<file path="src/rtl/arb_pkg.sv">
// Shared encodings for the memory arbiter: core op codes, arbiter FSM states
// and the watchdog counter width.
package arb_pkg;

  typedef enum logic [1:0] {
    OP_NOP  = 2'b00,
    OP_RD   = 2'b01,
    OP_WR   = 2'b10,
    OP_RDEX = 2'b11
  } arb_op_t;

  typedef enum logic [1:0] {
    S_IDLE = 2'b00,
    S_BUSY = 2'b01,
    S_RESP = 2'b10
  } arb_state_t;

  localparam int NUM_PROCS = 4;
  localparam int CNT_W     = 8;

endpackage

</file>
<file path="src/rtl/mem_arbiter_rr_pick.sv">
// Combinational 4-way round-robin picker: first eligible requester scanning
// ptr, ptr+1, ... modulo 4.
module rr_pick (
  input  logic [3:0] elig,
  input  logic [1:0] ptr,
  output logic [1:0] gnt_id,
  output logic       any
);

  logic [1:0] cand;

  // Scan from the farthest offset down so the nearest eligible index wins.
  always_comb begin
    gnt_id = ptr;
    any    = 1'b0;
    cand   = ptr;
    for (int k = 3; k >= 0; k--) begin
      cand = ptr + 2'(k);
      if (elig[cand]) begin
        gnt_id = cand;
        any    = 1'b1;
      end
    end
  end

endmodule

</file>
<file path="src/rtl/mem_arbiter.sv">
// Round-robin arbiter sharing one memory port among four cores, with a
// watchdog that aborts transactions the memory side never acknowledges.
module mem_arbiter
  import arb_pkg::*;
#(
  parameter int ADDR_WIDTH = 32,
  parameter int DATA_WIDTH = 8,
  parameter int TIMEOUT    = 64
) (
  input  logic                    plusclk,
  input  logic                    rst,
  input  logic [3:0]              req,
  input  logic [7:0]              req_op,
  input  logic [4*ADDR_WIDTH-1:0] req_addr,
  input  logic [4*DATA_WIDTH-1:0] req_wdata,
  input  logic                    mem_ack,
  input  logic [DATA_WIDTH-1:0]   mem_rdata,
  output logic                    mem_req,
  output logic [1:0]              mem_op,
  output logic [ADDR_WIDTH-1:0]   mem_addr,
  output logic [DATA_WIDTH-1:0]   mem_wdata,
  output logic [1:0]              mem_id,
  output logic                    busy,
  output logic [3:0]              done,
  output logic                    err,
  output logic [DATA_WIDTH-1:0]   rdata,
  output logic [3:0]              stall,
  output arb_state_t              dbg_state,
  output logic [1:0]              dbg_ptr
);

  localparam logic [CNT_W-1:0] CNT_LAST = CNT_W'(TIMEOUT - 1);

  arb_state_t           state;
  logic [1:0]           ptr;
  logic [CNT_W-1:0]     cnt;
  logic [3:0]           elig;
  logic [1:0]           pick_id;
  logic                 pick_any;
  logic [1:0]           op_a    [NUM_PROCS];
  logic [ADDR_WIDTH-1:0] addr_a [NUM_PROCS];
  logic [DATA_WIDTH-1:0] wdata_a[NUM_PROCS];

  always_comb begin
    elig = '0;
    for (int i = 0; i < NUM_PROCS; i++) begin
      op_a[i]    = req_op[2*i +: 2];
      addr_a[i]  = req_addr[i*ADDR_WIDTH +: ADDR_WIDTH];
      wdata_a[i] = req_wdata[i*DATA_WIDTH +: DATA_WIDTH];
      elig[i]    = req[i] && (op_a[i] != OP_NOP);
    end
  end

  rr_pick u_pick (
    .elig   (elig),
    .ptr    (ptr),
    .gnt_id (pick_id),
    .any    (pick_any)
  );

  // A core stays stalled until the cycle its completion pulse is presented.
  always_comb begin
    stall = '0;
    if (!rst) begin
      for (int i = 0; i < NUM_PROCS; i++) begin
        stall[i] = elig[i] && !(state == S_RESP && mem_id == 2'(i));
      end
    end
  end

  // Memory handshake: mem_req holds the latched fields stable for every BUSY
  // cycle; the transaction completes on the first rising edge with mem_ack=1.
  always_ff @(posedge plusclk) begin
    if (rst) begin
      state     <= S_IDLE;
      ptr       <= 2'd0;
      cnt       <= '0;
      mem_req   <= 1'b0;
      mem_op    <= 2'b00;
      mem_addr  <= '0;
      mem_wdata <= '0;
      mem_id    <= 2'd0;
      busy      <= 1'b0;
      done      <= 4'b0000;
      err       <= 1'b0;
      rdata     <= '0;
    end else begin
      case (state)
        S_IDLE: begin
          done <= 4'b0000;
          err  <= 1'b0;
          if (pick_any) begin
            mem_id    <= pick_id;
            mem_op    <= op_a[pick_id];
            mem_addr  <= addr_a[pick_id];
            mem_wdata <= wdata_a[pick_id];
            cnt       <= '0;
            mem_req   <= 1'b1;
            busy      <= 1'b1;
            state     <= S_BUSY;
          end
        end
        S_BUSY: begin
          if (mem_ack) begin
            rdata   <= mem_rdata;
            err     <= 1'b0;
            done    <= 4'b0001 << mem_id;
            mem_req <= 1'b0;
            state   <= S_RESP;
          end else if (cnt == CNT_LAST) begin
            rdata   <= '0;
            err     <= 1'b1;
            done    <= 4'b0001 << mem_id;
            mem_req <= 1'b0;
            state   <= S_RESP;
          end else begin
            cnt <= cnt + 1'b1;
          end
        end
        S_RESP: begin
          done  <= 4'b0000;
          err   <= 1'b0;
          busy  <= 1'b0;
          ptr   <= mem_id + 2'd1;
          state <= S_IDLE;
        end
        default: begin
          state   <= S_IDLE;
          mem_req <= 1'b0;
          busy    <= 1'b0;
          done    <= 4'b0000;
          err     <= 1'b0;
        end
      endcase
    end
  end

  assign dbg_state = state;
  assign dbg_ptr   = ptr;

endmodule

</file>
<file path="config.mk">
export PLATFORM = sky130hd
export DESIGN_NAME = mem_arbiter
export DESIGN_NICKNAME = d
export VERILOG_FILES = /design/src/rtl/arb_pkg.sv /design/src/rtl/mem_arbiter_rr_pick.sv /design/src/rtl/mem_arbiter.sv
export SDC_FILE = /design/constraint.sdc
export NUM_CORES = 1
export LEC_CHECK = 0
export CORE_ASPECT_RATIO = 2
export CORE_MARGIN = 2
export CORE_UTILIZATION = 37
export CTS_BUF_LIST = sky130_fd_sc_hd__clkbuf_16
export CTS_CLUSTER_DIAMETER = 30
export DETAILED_ROUTE_END_ITERATION = 6
export MAX_ROUTING_LAYER = met4
export PLACE_DENSITY = 0.88
export SLEW_MARGIN = 15
export SYNTH_ARGS = -nofsm -noshare
export SYNTH_HDL_FRONTEND = slang
export SYNTH_HIERARCHICAL = 1
export SYNTH_SLANG_ARGS = --single-unit
</file>
<file path="constraint.sdc">
create_clock -name plusclk -period 3.02 [get_ports plusclk]
set_input_delay 0.604 -clock plusclk [delete_from_list [all_inputs] [get_ports plusclk]]
set_output_delay 0.604 -clock plusclk [all_outputs]
set_load 0.01 [all_outputs]
</file>
==> results of run 1 <==
[worst register-to-register path: stages, from the launching register on]
cell	delay, ns
sky130_fd_sc_hd__dfxtp_1	0.44
sky130_fd_sc_hd__and2b_1	0.22
sky130_fd_sc_hd__o21ai_0	0.24
sky130_fd_sc_hd__o221a_4	0.26
sky130_fd_sc_hd__buf_12	0.22
sky130_fd_sc_hd__mux4_2	0.54
sky130_fd_sc_hd__nand2_1	0.10
sky130_fd_sc_hd__a21oi_1	0.06
[power breakdown]
part	leakage (nW)	switching, W	internal (W)	total [W]
sequential	0.583	0.0000545	0.00103	0.00108
combinational	1.80	0.000408	0.000615	0.00102
clock	0.143	0.000422	0.000641	0.00106
[Yosys cell counts (2+ instances only)]
master,n,area [um2]
sky130_fd_sc_hd__ha_1,5,62.56
sky130_fd_sc_hd__nor2_1,12,45.04
sky130_fd_sc_hd__and2_1,4,25.02
sky130_fd_sc_hd__nor2b_1,2,12.51
sky130_fd_sc_hd__nand2b_1,3,18.77
sky130_fd_sc_hd__nand2_1,91,341.6
sky130_fd_sc_hd__buf_1,7,26.28
sky130_fd_sc_hd__mux4_2,42,945.9
sky130_fd_sc_hd__a21o_1,3,22.52
sky130_fd_sc_hd__buf_2,4,20.02
sky130_fd_sc_hd__nor3_1,4,20.02
sky130_fd_sc_hd__o2bb2ai_1,2,17.52
sky130_fd_sc_hd__o21a_1,4,30.03
sky130_fd_sc_hd__clkbuf_1,10,37.54
sky130_fd_sc_hd__a22o_1,8,70.07
sky130_fd_sc_hd__buf_4,6,45.04
sky130_fd_sc_hd__nand3_1,7,35.03
sky130_fd_sc_hd__a21oi_1,59,295.3
sky130_fd_sc_hd__inv_1,5,18.77
sky130_fd_sc_hd__dfxtp_1,71,1421
sky130_fd_sc_hd__o21ai_0,2,10.01
sky130_fd_sc_hd__clkbuf_8,2,27.53
sky130_fd_sc_hd__mux2i_1,5,50.05
sky130_fd_sc_hd__buf_6,2,22.52
sky130_fd_sc_hd__and2b_2,3,26.28
sky130_fd_sc_hd__or4_1,2,15.01
[stage by stage]
stage                 util  cell area (um2)  cells  hold WS, ns
finish              0.6575             6845    775       0.4520
global route        0.6575             6845    775       0.4658
CTS                 0.6575             6845    775       0.4556
detailed placement  0.6289             6548    759       0.4474
global placement    0.6289             6548    759       0.4420
floorplan                -             3914    393       0.4674
[worst paths after layout]
path | startpoint | endpoint | slack (ns) | depth (start not counted)
max | req_op[0] | mem_wdata[7] | 0.29 | 9
min | mem_addr[11] | mem_addr[11] | 0.45 | 2
max reg2reg | dbg_ptr[0] | mem_wdata[7] | 0.80 | 7
min reg2reg | mem_addr[11] | mem_addr[11] | 0.45 | 2
[kinds of logic after synthesis]
kind of cell	synth area share
compound gates	0.1375
xor+xnor	0.002238
fa+ha+maj	0.01598
buf+inv	0.05179
flops	0.3632
mux	0.2545
simple gates	0.1749
[sequential cells by signal, summed over array words and instances, names as in the netlist, 4 cells and up]
signal     cells
rdata          8
mem_wdata      8
mem_addr      32
done           4
cnt            8
[per-layer routing]
| layer | up-vias | routed length [um] |
|---|---|---|
| li1 | 1909 | - |
| met1 | 1996 | 4906 |
| met2 | 205 | 8146 |
| met3 | 40 | 775 |
| met4 | 0 | 560 |
| met5 | - | 0 |
[cells in the final DEF (no fill, tap or decap), types with 2 or more instances in the layout]
cell type	count
sky130_fd_sc_hd__buf_4	8
sky130_fd_sc_hd__a21o_1	3
sky130_fd_sc_hd__clkbuf_16	9
sky130_fd_sc_hd__nand2b_1	2
sky130_fd_sc_hd__o2bb2ai_1	2
sky130_fd_sc_hd__nand2_1	90
sky130_fd_sc_hd__mux4_2	42
sky130_fd_sc_hd__o21a_1	4
sky130_fd_sc_hd__nor3_1	4
sky130_fd_sc_hd__inv_1	5
sky130_fd_sc_hd__dfxtp_1	71
sky130_fd_sc_hd__clkinv_4	2
sky130_fd_sc_hd__and2b_2	3
sky130_fd_sc_hd__clkdlybuf4s50_1	248
sky130_fd_sc_hd__nor2b_1	2
sky130_fd_sc_hd__nor2_1	12
sky130_fd_sc_hd__buf_12	4
sky130_fd_sc_hd__a21oi_1	59
sky130_fd_sc_hd__or4_1	2
sky130_fd_sc_hd__and2_1	4
sky130_fd_sc_hd__o21ai_0	2
sky130_fd_sc_hd__mux2i_1	5
sky130_fd_sc_hd__ha_1	5
sky130_fd_sc_hd__nand3_1	7
sky130_fd_sc_hd__a22o_1	8
[cell type report]
class                      count  area (um2)
fill                         820        3566
timing repair buffer         261        2628
multi-input combinational    285        2308
sequential                    71        1421
clock buffer                   9       225.2
tap                          137       171.4
clock inverter                 7       72.57
inverter                       5       18.77
==> out/qor.yml, run 1 <==
finish:
  design.final.nets: 821
  areaGrowthSynthToFinish_pct: 74.90
  drive_gt1_frac: 0.1332
  diodes: 0
min_path:
  min_path_type: "reg -> reg"
clock_tree:
  cts.hold.buffers_added: 0
  worstSkewPairLatency_ns: 0.33
  numCtsBuffers: 9
  clock_sink_count: 71
  cts_tree: "built"
  cts.reportedPaths.clkPinSlew_ns: 0.06
  cts_max_path_buffers: 2
  cts_max_level: 3
  post_cts_resize_count: 0
  post_cts_buffers: 0
  clock_root_cell: "sky130_fd_sc_hd__clkbuf_16"
grt:
  grt-busiest-layer: "met2"
  met3_usage: 0.04282
  met2_usage: 0.4640
  globalRouteTotalUtil: 0.2516
  first_global_vias: 4433
  global_route.overflow_total: 0
  gr-usage-met1: 0.2542
  initial_antenna_violation_count: 0
  grt_start_max_net_pins: 33
  grt_pass1_wl_um: 21740
routing:
  drt-wirelength-per-cell_um: 18.57
  routed-via-count: 4150
  drt_pre_antenna_iters: 5
  drt_drc_violations_left: 0
  antenna_violating_nets_post_route: 0
  drt_iter0_markers: 150
  post_drt_via_cell_ratio: 5.355
  postRouteWirelength_um: 14390
floorplanning:
  floorplan.initialDensity: 0.3759
  placementRows: 53
  dieWidth_um: 76.73
  pin_count: 250
  core_mm2: 0.01041
  chipHeight_um: 149.5
  floorplan.die_area_mm2: 0.01147
placement:
  gp_routability_congestion: 0.9180
  place.port_buffers: 249
  place_hpwl_um: 11510
  place_ws_ns: 0.006264
worst_setup_path:
  timing.critical_path.to_type: "flip-flop"
  crit_path_buf_inv_count: 2
  critical_path_arrival_ns: 2.92
  critical_path.max_fanout: 23
  cp_data_required_time_ns: 3.21
  path_cells: "clkdlybuf4s50_1 -> o21a_1 -> and2b_2 -> o21ai_0 -> o221a_4 -> buf_12 -> mux4_2 -> nand2_1 -> a21oi_1"
  path_class: "in -> reg"
  worst_path_dominant_cell_family: "compound AO/OA/AOI/OAI gates"
  crit_path_top_delay_cell: "sky130_fd_sc_hd__mux4_2"
  critical_path.startpoint_type: "primary input"
  cpPeakStageDelay_ns: 0.53
pwr:
  p_leak_nw: 2.528
  power.density_cell_area_mw_per_mm2: 462.5
  total_power_consumption_w: 0.003166
  power.ir.vdd_worst_mv: 0.2806
yosys:
  ys_warn_count: 6
  synth_ff_type: "sky130_fd_sc_hd__dfxtp_1"
  summed_instance_area_of_the_synthesized_netlist_mm2: 0.003914
  postSynthRegisterBits: 71
  synth_area_per_cell_um2: 9.959
  syn_inst: 393
  synth_sequential_area_ratio: 0.3632
  synth_enable_flop_cells: 0
  synthesis.nets: 581
  synth.lib_cells_used.distinct: 54
  async_flop_share: 0
sta:
  finalCriticalPeriod_ns: 2.729
  slew_headroom: 0.6244
  finalHoldViolCount: 0
  fin_crit_sh: 0.9037
  finalSetupViolations: 0
  fin_worst_skew_ns: 0.007805
  achievable-frequency_ghz: 0.3664
  slew_violations: 0
  grt_setup_unrepaired: "false"
  final_critical_path_setup_slack_ns: 0.2910
  worst-slew-pin-transition_ns: 0.5614
  fin_setup_tns_ns: 0
flow_run:
  count_of_max_cap_constraint_violations: 0
run_status:
  run_status: "complete, no violations"
Power figures use the tool's default switching activity.
==> run 2, diff against run 1 <==
Settings changed: SETUP_SLACK_MARGIN from default to 0.15.
==> results of run 2 <==
Final layout, timing and power as in run 1 (identical DEF).
